<file path="src/rtl/sync_fifo_param_if.sv">
// Handshake and status bundle between a sync_fifo_param instance and its
// producer/consumer logic. The FIFO takes the slave modport.
interface sync_fifo_param_if #(
    parameter int WIDTH = 8,
    parameter int DEPTH = 8
);
    localparam int CW = $clog2(DEPTH) + 1;

    logic             flush;
    logic             wr;
    logic             rd;
    logic [WIDTH-1:0] data_in;
    logic [WIDTH-1:0] data_out;
    logic [CW-1:0]    count;
    logic             empty;
    logic             full;
    logic             almost_empty;
    logic             almost_full;
    logic             overflow;
    logic             underflow;

    modport master (
        output flush, wr, rd, data_in,
        input  data_out, count, empty, full, almost_empty, almost_full,
               overflow, underflow
    );

    modport slave (
        input  flush, wr, rd, data_in,
        output data_out, count, empty, full, almost_empty, almost_full,
               overflow, underflow
    );
endinterface

</file>
<file path="src/rtl/sync_fifo_param.sv">
// Single-clock first-word-fall-through FIFO with occupancy count, programmable
// almost flags, synchronous flush and sticky overflow/underflow indicators.
module sync_fifo_param #(
    parameter int WIDTH     = 8,
    parameter int DEPTH     = 8,
    parameter int AF_THRESH = DEPTH - 2,
    parameter int AE_THRESH = 1
) (
    input  logic           clk,
    input  logic           reset,
    sync_fifo_param_if.slave fifo
);
    localparam int AW = $clog2(DEPTH);
    localparam int CW = AW + 1;

    logic [WIDTH-1:0] mem_q [DEPTH];
    logic [AW-1:0]    wr_ptr_q, wr_ptr_d;
    logic [AW-1:0]    rd_ptr_q, rd_ptr_d;
    logic [CW-1:0]    count_q, count_d;
    logic             ovf_q, ovf_d;
    logic             unf_q, unf_d;

    logic full, empty, wr_ok, rd_ok, mem_we;

    // Full/empty come from the registered count only, so acceptance is judged
    // on pre-edge state and a full FIFO never passes a write through on a read.
    assign full   = (count_q == CW'(DEPTH));
    assign empty  = (count_q == '0);
    assign wr_ok  = fifo.wr & ~full;
    assign rd_ok  = fifo.rd & ~empty;
    assign mem_we = wr_ok & ~fifo.flush;

    always_comb begin
        wr_ptr_d = wr_ptr_q;
        rd_ptr_d = rd_ptr_q;
        count_d  = count_q;
        ovf_d    = ovf_q;
        unf_d    = unf_q;
        if (fifo.flush) begin
            wr_ptr_d = '0;
            rd_ptr_d = '0;
            count_d  = '0;
            ovf_d    = 1'b0;
            unf_d    = 1'b0;
        end else begin
            if (wr_ok) wr_ptr_d = wr_ptr_q + AW'(1);
            if (rd_ok) rd_ptr_d = rd_ptr_q + AW'(1);
            if (wr_ok && !rd_ok)      count_d = count_q + CW'(1);
            else if (rd_ok && !wr_ok) count_d = count_q - CW'(1);
            if (fifo.wr && full)  ovf_d = 1'b1;
            if (fifo.rd && empty) unf_d = 1'b1;
        end
    end

    always_ff @(posedge clk) begin
        if (reset) begin
            wr_ptr_q <= '0;
            rd_ptr_q <= '0;
            count_q  <= '0;
            ovf_q    <= 1'b0;
            unf_q    <= 1'b0;
            for (int i = 0; i < DEPTH; i++) mem_q[i] <= '0;
        end else begin
            wr_ptr_q <= wr_ptr_d;
            rd_ptr_q <= rd_ptr_d;
            count_q  <= count_d;
            ovf_q    <= ovf_d;
            unf_q    <= unf_d;
            if (mem_we) mem_q[wr_ptr_q] <= fifo.data_in;
        end
    end

    // Every output is a decode of registered state: no path from wr/rd/data_in.
    assign fifo.data_out     = mem_q[rd_ptr_q];
    assign fifo.count        = count_q;
    assign fifo.empty        = empty;
    assign fifo.full         = full;
    assign fifo.almost_empty = (count_q <= CW'(AE_THRESH));
    assign fifo.almost_full  = (count_q >= CW'(AF_THRESH));
    assign fifo.overflow     = ovf_q;
    assign fifo.underflow    = unf_q;
endmodule

</file>
<file path="src/flat_wrapper.sv">
// flat-port wrapper written by rule: the top's interface ports become plain ports
module sync_fifo_param_flat 
#(
    parameter int WIDTH     = 8,
    parameter int DEPTH     = 8,
    parameter int AF_THRESH = DEPTH - 2,
    parameter int AE_THRESH = 1
)
  (clk, reset, fifo_flush, fifo_wr, fifo_rd, fifo_data_in, fifo_data_out, fifo_count, fifo_empty, fifo_full, fifo_almost_empty, fifo_almost_full, fifo_overflow, fifo_underflow);
  sync_fifo_param_if #(.WIDTH(WIDTH), .DEPTH(DEPTH)) fifo_i ();
  input  logic clk;
  input  logic reset;
  input wire logic [$bits(fifo_i.flush)-1:0] fifo_flush;
  input wire logic [$bits(fifo_i.wr)-1:0] fifo_wr;
  input wire logic [$bits(fifo_i.rd)-1:0] fifo_rd;
  input wire logic [$bits(fifo_i.data_in)-1:0] fifo_data_in;
  output wire logic [$bits(fifo_i.data_out)-1:0] fifo_data_out;
  output wire logic [$bits(fifo_i.count)-1:0] fifo_count;
  output wire logic [$bits(fifo_i.empty)-1:0] fifo_empty;
  output wire logic [$bits(fifo_i.full)-1:0] fifo_full;
  output wire logic [$bits(fifo_i.almost_empty)-1:0] fifo_almost_empty;
  output wire logic [$bits(fifo_i.almost_full)-1:0] fifo_almost_full;
  output wire logic [$bits(fifo_i.overflow)-1:0] fifo_overflow;
  output wire logic [$bits(fifo_i.underflow)-1:0] fifo_underflow;
  assign fifo_i.flush = fifo_flush;
  assign fifo_i.wr = fifo_wr;
  assign fifo_i.rd = fifo_rd;
  assign fifo_i.data_in = fifo_data_in;
  assign fifo_data_out = fifo_i.data_out;
  assign fifo_count = fifo_i.count;
  assign fifo_empty = fifo_i.empty;
  assign fifo_full = fifo_i.full;
  assign fifo_almost_empty = fifo_i.almost_empty;
  assign fifo_almost_full = fifo_i.almost_full;
  assign fifo_overflow = fifo_i.overflow;
  assign fifo_underflow = fifo_i.underflow;
  sync_fifo_param #(.WIDTH(WIDTH), .DEPTH(DEPTH), .AF_THRESH(AF_THRESH), .AE_THRESH(AE_THRESH)) u_core (.clk(clk), .reset(reset), .fifo(fifo_i));
endmodule
</file>
<file path="config.mk">
export PLATFORM = sky130hd
export DESIGN_NAME = sync_fifo_param_flat
export DESIGN_NICKNAME = d
export VERILOG_FILES = /design/src/rtl/sync_fifo_param_if.sv /design/src/rtl/sync_fifo_param.sv /design/src/flat_wrapper.sv
export SDC_FILE = /design/constraint.sdc
export NUM_CORES = 1
export LEC_CHECK = 0
export BUFFER_PORTS_ARGS = -buffer_cell sky130_fd_sc_hd__buf_2
export CAP_MARGIN = 10
export CORE_UTILIZATION = 55
export CTS_CLUSTER_DIAMETER = 60
export DETAILED_ROUTE_END_ITERATION = 7
export PLACE_DENSITY = 0.74
export SLEW_MARGIN = 25
export SYNTH_ARGS = -nofsm -noshare
export SYNTH_HDL_FRONTEND = slang
export SYNTH_SLANG_ARGS = --single-unit
</file>
<file path="constraint.sdc">
create_clock -name clk -period 4.4 [get_ports clk]
set_clock_uncertainty 0.2 [all_clocks]
set_input_delay 0.66 -clock clk [delete_from_list [all_inputs] [get_ports clk]]
set_output_delay 0.66 -clock clk [all_outputs]
set_load 0.05 [all_outputs]
</file>
==> flow_summary_export.csv <==
group,metric,value,unit
run_status,status,"completed",
route,wl_per_cell,18.59,um
clock_network,clock_path_buffers,2,
clock_network,cts_hold_buf,0,
timing,fin_crit,3158,ps
synthesis,ys.flop_type,"edfxtp_1",
synthesis,syn_inst,286,
clock_network,cts_resized,0,
floorplan,num_rows,29,
final_layout,post_route_cells_drive_above_1_share,0.2523,
floorplan,initial_core_util,0.5710,
setup_path,crit_end,"fifo_data_out[6]",
setup_path,critPathLaunchType,"flop",
power_and_ir_drop,p_per_area,415.5,nW/um^2
placement,hpwl,5.123,mm
min_path,hold_path_class,"reg -> reg",
power_and_ir_drop,p_seq_frac,0.506,
route,wirelength,7.475,mm
final_layout,diodes,0,
route,drt-initial-drc-count,164,
timing,tightest_slew,960.2,ps
clock_network,cts_setup_buffers,0,
setup_path,arrival,2300,ps
timing,grt_setup_unrepaired,"no",
global_routing,grtUsageTotal,0.2339,
synthesis,synth_top_family_by_area,"simple AND/OR/NAND/NOR gates",
setup_path,reg2reg_slack,1380,ps
synthesis,yosys-mux-area-fraction,0.1329,
synthesis,yosysWarningCount,0,
clock_network,clkLatencyLatePin,350,ps
setup_path,crit_required,3540,ps
clock_network,clk_pin_slew,80,ps
timing,fin_setup_tns,0,ps
floorplan,core_area,6350,sq um
synthesis,syn_area_per_cell,12.68,sq um
clock_network,cts_tree,"yes",
final_layout,nets,341,
setup_path,cp-end-kind,"output pin",
floorplan,die_area,6921,sq um
setup_path,worstSetupPathType,"reg -> out",
setup_path,reg2reg_depth,6,
timing,max-slew-margin-rel,0.3585,
setup_path,r2r-start,"u_core.fifo.count[0]",
floorplan,die_w,83.20,um
route,drc,0,
power_and_ir_drop,p_int,1.239,mW
final_layout,syn_to_final_growth,12.35,%
clock_network,cts-buffers-inserted,9,
route,via_per_inst,5.803,
synthesis,synth-simple-area-share,0.1487,
power_and_ir_drop,switching_share,0.2678,
timing,hold_violations,0,
route,drt_first_pass_iters,4,
placement,portBuffers,30,
timing,setup_viol,0,
synthesis,synth_nets,307,
setup_path,critPathMaxFanout,11,
synthesis,synth_edf_count,64,
route,vias,2333,
placement,post-place-ws,1335,ps
timing,max_freq,316.6,MHz
power_and_ir_drop,peakVddDrop,0.3144,mV
power_and_ir_drop,power_leakage,1.479,nW
floorplan,die-height,83.20,um
job,cap_viol_max_count,0,
synthesis,yosys.area.top_type_share,0.5300,
clock_network,cts.sinks,79,
route,ant_nets,0,
synthesis,synthTopCellsByArea,"edfxtp_1, mux4_2, dfxtp_1",
timing,worst_slack,1242,ps
global_routing,grt_max_degree,19,
synthesis,yosysTopAreaCell,"edfxtp_1",
power_and_ir_drop,p_total,1.693,mW
setup_path,r2r-end,"u_core.mem_q[4][6]",
power_and_ir_drop,p_sw,0.4532,mW
synthesis,async_flop_share,0,
clock_network,root_buffer,"clkbuf_8",
synthesis,synth-xor-area-share,0.004831,
synthesis,ys_seq_elements,79,
placement,place.gp.congestion,0.7913,
synthesis,ys_types,31,
timing,slew_viol_final,0,
global_routing,grt_pass1_wl,11.91,mm
clock_network,h-tree-depth,3,
global_routing,grt_overflow,0,
power_and_ir_drop,clock_power_share,0.342,
global_routing,grt_pass1_vias,2376,
global_routing,antenna_found_initial,0,
power_and_ir_drop,p_comb_frac,0.153,
floorplan,io_pins,31,
synthesis,syn_area,3626,sq um
synthesis,synthAdderAreaFrac,0.02761,
synthesis,ys_seq_area_frac,0.6128,
timing,finalCritPeriodShare,0.7178,
synthesis,synth_compound_area_frac,0.04417,
==> cell type report <==
class,instances,area [sq um]
fill,492,2276
sequential,79,2222
multi-input combinational,183,1299
timing repair buffer,38,210.2
clock buffer,10,127.6
tap,77,96.34
clock inverter,6,82.58
inverter,9,36.28
==> cells by family (layout without fill, tap and decap cells) <==
logic type | count (synthesis) | count (layout)
and+or+nand+nor | 119 | 119
adders and majority gates | 8 | 8
xor gates and xnor gates | 2 | 2
AOI/OAI and AO/OA | 27 | 27
DFF | 79 | 79
buffers and inverters | 24 | 63
muxes | 27 | 27
==> cells in the mapped netlist (all sizes together) (3+ instances only) <==
| cell type | instances |
|---|---|
| a21oi | 11 |
| buf | 8 |
| clkbuf | 7 |
| dfxtp | 15 |
| edfxtp | 64 |
| ha | 8 |
| inv | 9 |
| mux2 | 9 |
| mux4 | 16 |
| nand2 | 18 |
| nor2 | 73 |
| nor2b | 9 |
| o21ai | 6 |
| o21bai | 8 |
| or3 | 3 |
| or4 | 4 |
==> critical path, stage by stage (launching register included) <==
cell     delay [ps]
dfxtp_1         550
buf_4           340
mux4_2          550
mux2_2          290
buf_2           210
==> power groups by stage <==
stage	clock network, mW	registers, mW	logic [mW]
5_1_grt	0.622	0.860	0.276
6_report	0.578	0.856	0.258
4_1_cts	0.592	0.857	0.259
2_1_floorplan	0	0.883	0.187
3_3_place_gp	0	0.871	0.256
3_5_place_dp	0	0.874	0.258
==> registers in the layout (all words and copies together) (netlist names), named ones only <==
register and cells:
u_core.mem_q 64, u_core.fifo.count 4, u_core.rd_ptr_q 3, u_core.wr_ptr_q 3, u_core.fifo.overflow 1, u_core.fifo.underflow 1
==> layer usage <==
metal / global-route usage / wire length, um / share of wire / up-vias
li1: - / - / - / 1093
met2: 0.3823 / 3732 / 0.50 / 89
met5: 0 / 0 / 0 / -
met3: 0.06064 / 524 / 0.070 / 12
met1: 0.2947 / 3101 / 0.41 / 1139
met4: 0.1050 / 117 / 0.016 / 0
==> through the flow <==
step / std cells / util / hold slack [ps] / cell area, sq um
6_report: 402 / 0.6416 / 270.0 / 4074
5_1_grt: 402 / 0.6416 / 306.0 / 4074
4_1_cts: 402 / 0.6416 / 282.4 / 4074
3_5_place_dp: 386 / 0.6085 / 253.8 / 3864
3_3_place_gp: 386 / 0.6085 / 246.3 / 3864
2_1_floorplan: 286 / - / 252.9 / 3626
==> worst min path at each step <==
stage / start / depth (start not counted) / slack (ps) / to
floorplan: u_core.rd_ptr_q[2] / 2 / 250 / flop
global placement: u_core.fifo.underflow / 2 / 250 / u_core.fifo.underflow
detailed placement: u_core.fifo.overflow / 2 / 250 / u_core.fifo.overflow
CTS: u_core.fifo.overflow / 2 / 280 / u_core.fifo.overflow
global route: u_core.fifo.underflow / 2 / 310 / u_core.fifo.underflow
finish: u_core.fifo.overflow / 2 / 270 / u_core.fifo.overflow
==> cell usage in the layout, fill, tap and decap left out <==
master,netlist,routed
nor2_1,73,73
edfxtp_1,64,64
buf_2,4,30
nand2_1,18,18
mux4_2,16,16
dfxtp_1,15,15
a21oi_1,11,11
mux2_2,9,9
nor2b_1,9,9
clkbuf_8,0,9
inv_1,8,8
o21bai_1,8,8
ha_1,8,8
buf_4,0,8
o21ai_0,6,6
or4_1,4,4
or3_1,3,3
nand4b_1,2,2
or2_2,2,2
nand4_1,2,2
mux2i_1,2,2
nand3_1,2,2
o31ai_1,2,2
clkinv_2,0,2
bufinv_16,0,2
nand3b_4,1,1
inv_4,1,1
or3b_2,1,1
nand2b_1,1,1
nor3_1,1,1
xnor2_1,1,1
xor2_1,1,1
inv_6,0,1
clkinv_1,0,1
clkbuf_1,7,1
Note: power is estimated with default switching activity, not from simulation.
